$ cat config.mk
export PLATFORM = sky130hd
export DESIGN_NAME = serial_unrotator_32
export DESIGN_NICKNAME = d
export VERILOG_FILES = /design/src/rtl/shifter_pkg.sv /design/src/rtl/rot1_32.sv /design/src/rtl/serial_unrotator_32.sv
export SDC_FILE = /design/constraint.sdc
export NUM_CORES = 1
export LEC_CHECK = 0
export CAP_MARGIN = 10
export CORE_ASPECT_RATIO = 2
export CORE_UTILIZATION = 40
export DETAILED_ROUTE_END_ITERATION = 7
export PLACE_DENSITY = 0.78
export SYNTH_ARGS = -nofsm -noshare
export SYNTH_HDL_FRONTEND = slang
export SYNTH_HIERARCHICAL = 1
export SYNTH_SLANG_ARGS = --single-unit
$ cat constraint.sdc
create_clock -name clk -period 4.7 [get_ports clk]
set_input_delay 0.94 -clock clk [delete_from_list [all_inputs] [get_ports clk]]
set_output_delay 0.94 -clock clk [all_outputs]
set_load 0.005 [all_outputs]
$ cat src/rtl/shifter_pkg.sv
// Shared definitions for the 32-bit shifter path.
//   DEF_WIDTH / DEF_AMT_W : default data and amount widths
//   state_t               : serial un-rotator FSM encoding
//   DIR_RIGHT / DIR_LEFT  : rotation direction flags, same meaning as the
//                           combinational multifunction shifter's lr input
package shifter_pkg;

   localparam int DEF_WIDTH = 32;
   localparam int DEF_AMT_W = 5;

   typedef enum logic [1:0] {
      ST_IDLE  = 2'd0,
      ST_SHIFT = 2'd1,
      ST_DONE  = 2'd2
   } state_t;

   localparam logic DIR_RIGHT = 1'b0;
   localparam logic DIR_LEFT  = 1'b1;

   // Undoing a rotation means rotating the other way.
   function automatic logic inverse_dir(input logic dir);
      return (dir == DIR_LEFT) ? DIR_RIGHT : DIR_LEFT;
   endfunction

endpackage

$ cat src/rtl/rot1_32.sv
// Combinational single-bit rotator.
//   d   : input word
//   dir : DIR_LEFT rotates toward the MSB, DIR_RIGHT toward the LSB
//   q   : d rotated by one position, end bit wraps around
module rot1_32
   import shifter_pkg::*;
#(
   parameter int WIDTH = DEF_WIDTH
) (
   input  logic [WIDTH-1:0] d,
   input  logic             dir,
   output logic [WIDTH-1:0] q
);

   always_comb begin
      if (dir == DIR_LEFT) q = {d[WIDTH-2:0], d[WIDTH-1]};
      else                 q = {d[0], d[WIDTH-1:1]};
   end

endmodule

$ cat src/rtl/serial_unrotator_32.sv
// Multi-cycle inverse rotator: takes a word rotated by in_amt in direction
// in_lr and rotates it back one bit per clock, with valid/ready on both sides.
//   clk, rst_n          : clock, asynchronous active-low reset
//   in_valid/in_ready   : input handshake (in_ready registered, high in IDLE)
//   in_data/in_amt/in_lr: rotated word, rotation amount, original direction
//   out_valid/out_ready : output handshake (out_valid high in DONE)
//   out_data/out_amt    : recovered word, echo of accepted amount
//   busy                : high in SHIFT or DONE
module serial_unrotator_32
   import shifter_pkg::*;
#(
   parameter int WIDTH = DEF_WIDTH,
   parameter int AMT_W = DEF_AMT_W
) (
   input  logic             clk,
   input  logic             rst_n,
   input  logic             in_valid,
   output logic             in_ready,
   input  logic [WIDTH-1:0] in_data,
   input  logic [AMT_W-1:0] in_amt,
   input  logic             in_lr,
   output logic             out_valid,
   input  logic             out_ready,
   output logic [WIDTH-1:0] out_data,
   output logic [AMT_W-1:0] out_amt,
   output logic             busy
);

   state_t           state;
   logic [WIDTH-1:0] data_q;
   logic [WIDTH-1:0] rot_d;
   logic [AMT_W-1:0] cnt_q;
   logic [AMT_W-1:0] amt_q;
   logic             lr_q;

   rot1_32 #(.WIDTH(WIDTH)) u_rot (
      .d   (data_q),
      .dir (inverse_dir(lr_q)),
      .q   (rot_d)
   );

   // The data register doubles as the output; out_valid gates it.
   assign out_data = data_q;
   assign out_amt  = amt_q;

   always_ff @(posedge clk or negedge rst_n) begin
      if (!rst_n) begin
         state     <= ST_IDLE;
         in_ready  <= 1'b0;
         out_valid <= 1'b0;
         busy      <= 1'b0;
         data_q    <= '0;
         amt_q     <= '0;
         cnt_q     <= '0;
         lr_q      <= DIR_RIGHT;
      end else begin
         case (state)
            ST_IDLE: begin
               // in_ready is low straight out of reset and comes up here.
               in_ready <= 1'b1;
               if (in_valid && in_ready) begin
                  data_q   <= in_data;
                  amt_q    <= in_amt;
                  cnt_q    <= in_amt;
                  lr_q     <= in_lr;
                  in_ready <= 1'b0;
                  busy     <= 1'b1;
                  if (in_amt == '0) begin
                     state     <= ST_DONE;
                     out_valid <= 1'b1;
                  end else begin
                     state <= ST_SHIFT;
                  end
               end
            end
            ST_SHIFT: begin
               data_q <= rot_d;
               cnt_q  <= cnt_q - 1'b1;
               // Last rotation happens on the same edge that enters DONE.
               if (cnt_q == AMT_W'(1)) begin
                  state     <= ST_DONE;
                  out_valid <= 1'b1;
               end
            end
            ST_DONE: begin
               if (out_ready) begin
                  state     <= ST_IDLE;
                  out_valid <= 1'b0;
                  busy      <= 1'b0;
                  in_ready  <= 1'b1;
               end
            end
            default: begin
               state     <= ST_IDLE;
               in_ready  <= 1'b0;
               out_valid <= 1'b0;
               busy      <= 1'b0;
            end
         endcase
      end
   end

endmodule

==> run metrics <==
Core Region=7601 sq um; port bufs=81; Die X=64.72 um; Mean Syn Cell Area=13.99 sq um; crit path to=out_data[0]; CTS Buffer Depth=2; Area after DPL=3939 sq um; First DRT Iteration DRCs=126; cell family with most CP delay=buffers and inverters; total gr overflow=0; synth-to-layout area growth=29.94%; worst path bufs/invs=2; via count=2022; Crit path arrival time=3.02 ns; ys flop type=dfrtp_1; clk sinks=48; DRC=0; Post-synth EDFFs=0; initial core utilization=41.40%; Lkg Pwr=1.966 nW; TNS Setup=0 ns; Crit path depth=5; Pins Over Slew Limit=0; Clk pin slew, worst setup/hold paths=0.06 ns; Clock Skew=0.003376 ns; Crit. End Element=register; Global Route Usage Sum=17.42%; layout cells sized above 1=37.09%; Setup CP Type=input port to register; Synth top area share=40.08%; Tmin final=2.854 ns; largest family of logic cells by synthesized area=multiplexers; Netlist cell types=37; Non-Filler Instances=396; DR pass1 iterations=4; cell breakdown of the critical path=clkdlybuf4s50_1 -> a21oi_1 -> nor2_4 -> buf_4 -> mux2_2; hold buffers post-CTS=0; chip height=127.4 um; #FFs+latches synth=48; # Post-CTS Setup Buffers=0; synth top area cells=mux2_4 40%, dfrtp_1 38%, mux2_2 3.9%; CTS Root Cell=clkbuf_16; CP startpoint kind=input port; CP required=4.87 ns; HP Class=register to register; die area=8247 sq um; largest net degree at the start of global routing=49; Post-Synth Adder-Cell Area=0.7952%; RSZ-0062 raised after global routing=no; Slew HR=27.40%; Ant. Diodes=0; cell taking the most area after synthesis=mux2_4; vias per cell=5.106; count leader, synth=mux2_4; Reg2Reg Depth=4; Post-Synth Simple-Gate Area=6.759%; Inserted Clock Buffers=5; Slowest-stage cell, CP=clkdlybuf4s50_1; row cnt=45; Final Hold Vio Count=0; gpl congestion=0.8459; Tcrit/Tclk final=60.73%; Clk Latency, worst-skew pair=0.28 ns; Critical R2R Launch=state[0]; Synth Instances=225; Seq/Total Area, Yosys=38.17%; Syn Std Cell Area=3147 sq um; design area=4089 sq um; DP HPWL=4940 um; Max Cap Viol=0; outcome=complete, no violations; fmax=350.3 MHz; syn nets=269; R2R Setup Slk=2.19 ns; maximum fanout along the worst path=18; first-pass GRT wire length=11120 um; PwrDens=832.1 nW/um^2; post-cts sizing count=0; max incr delay on CP=0.55 ns; vias in the first global route=2147; Tightest Pin Transition=1.089 ns; placed cells=388; VDD IR-drop max=0.3818 mV; # H-tree levels=2; R2R Path End=out_data[2]; CTS tree=yes; antenna viol nets, final=0; Synth Area in Compound Gates=4.175%; mux contribution to synthesized area=44.37%; antenna violations before repair=0; final wirelength=6759 um; Synth top cells by count=84 x mux2_4, 48 x dfrtp_1, 20 x nand2_1; DR WL/cell=17.07 um; Fin Hold WS=0.4843 ns; Async SR Flop Fraction=100.0%; XOR/XNOR Fraction of Synth Area=0%; num ports=82; Nets=345; CP Launch Point=in_valid; Final Setup Violations=0; Synth warnings=6
report_power, final:
group | total, mW | switching, mW | internal [mW]
Combinational | 2.17 | 0.646 | 1.52
Sequential | 0.877 | 0.238 | 0.639
Clock | 0.359 | 0.147 | 0.212
per-layer routing:
metal	global-route usage, %	vias up	share of wire, %
li1	-	960	-
met1	20.31	1003	40
met2	31.13	50	55
met3	2.679	9	3.3
met4	6.536	0	2.3
met5	0	-	0
metrics by stage:
stage                     setup WS, ns  util, %  power (mW)
final                            1.846    53.79       3.402
after floorplan                  2.762        -       2.521
after CTS                        1.839    53.79       3.435
after global placement           1.625    51.82       2.985
after detailed placement         1.527    51.82       3.056
after global routing             1.736    53.79       3.612
sequential cells by signal, indices dropped and copies added, names as in the netlist:
register,count
state,2
lr_q,1
out_amt,5
busy,1
in_ready,1
cnt_q,5
out_data,32
out_valid,1
worst register-to-register path, delay by kind of cell (launching register included):
kind,cells,cell delay (ns)
muxes,2,0.68
DFF,1,0.63
buffers and inverters,1,0.44
and+or+nand+nor,1,0.66
cells by family after synthesis:
group                      Yosys count
AOI/OAI and AO/OA                   19
adders and majority gates            2
buffers and inverters               21
DFF                                 48
muxes                               96
and+or+nand+nor                     39
placed cells by master (no fill, tap or decap), types with 2 or more instances in the layout:
cell type / n
o21ai_0: 4
nand2_1: 20
mux2_4: 84
nand3b_1: 2
a21oi_1: 2
nor2_1: 2
o22ai_1: 2
o211ai_1: 2
ha_1: 2
dfrtp_1: 48
mux2_2: 11
nand3_1: 3
inv_1: 6
clkdlybuf4s50_1: 80
clkbuf_16: 5
a31oi_1: 2
a211oi_1: 3
buf_4: 2
worst min-delay path by stage:
stage / start / endpoint / slack, ns / cells after the start
floorplan: out_amt[3] / out_amt[3] / 0.47 / 2
global placement: out_amt[4] / out_amt[4] / 0.47 / 2
global route: out_amt[3] / out_amt[3] / 0.53 / 2
detailed placement: out_amt[4] / out_amt[4] / 0.47 / 2
CTS: out_amt[4] / out_amt[4] / 0.49 / 2
finish: out_amt[4] / out_amt[4] / 0.48 / 2
final cells by class:
cell class	instances	area, sq um
well taps	94	117.6
clock inverters	1	7.507
multi-input cells	156	1773
repair buffers	83	820.8
clock buffers	7	142.6
fillers	670	3512
inverters	7	26.28
flip-flops and latches	48	1201
(Power assumes the default switching activity.)
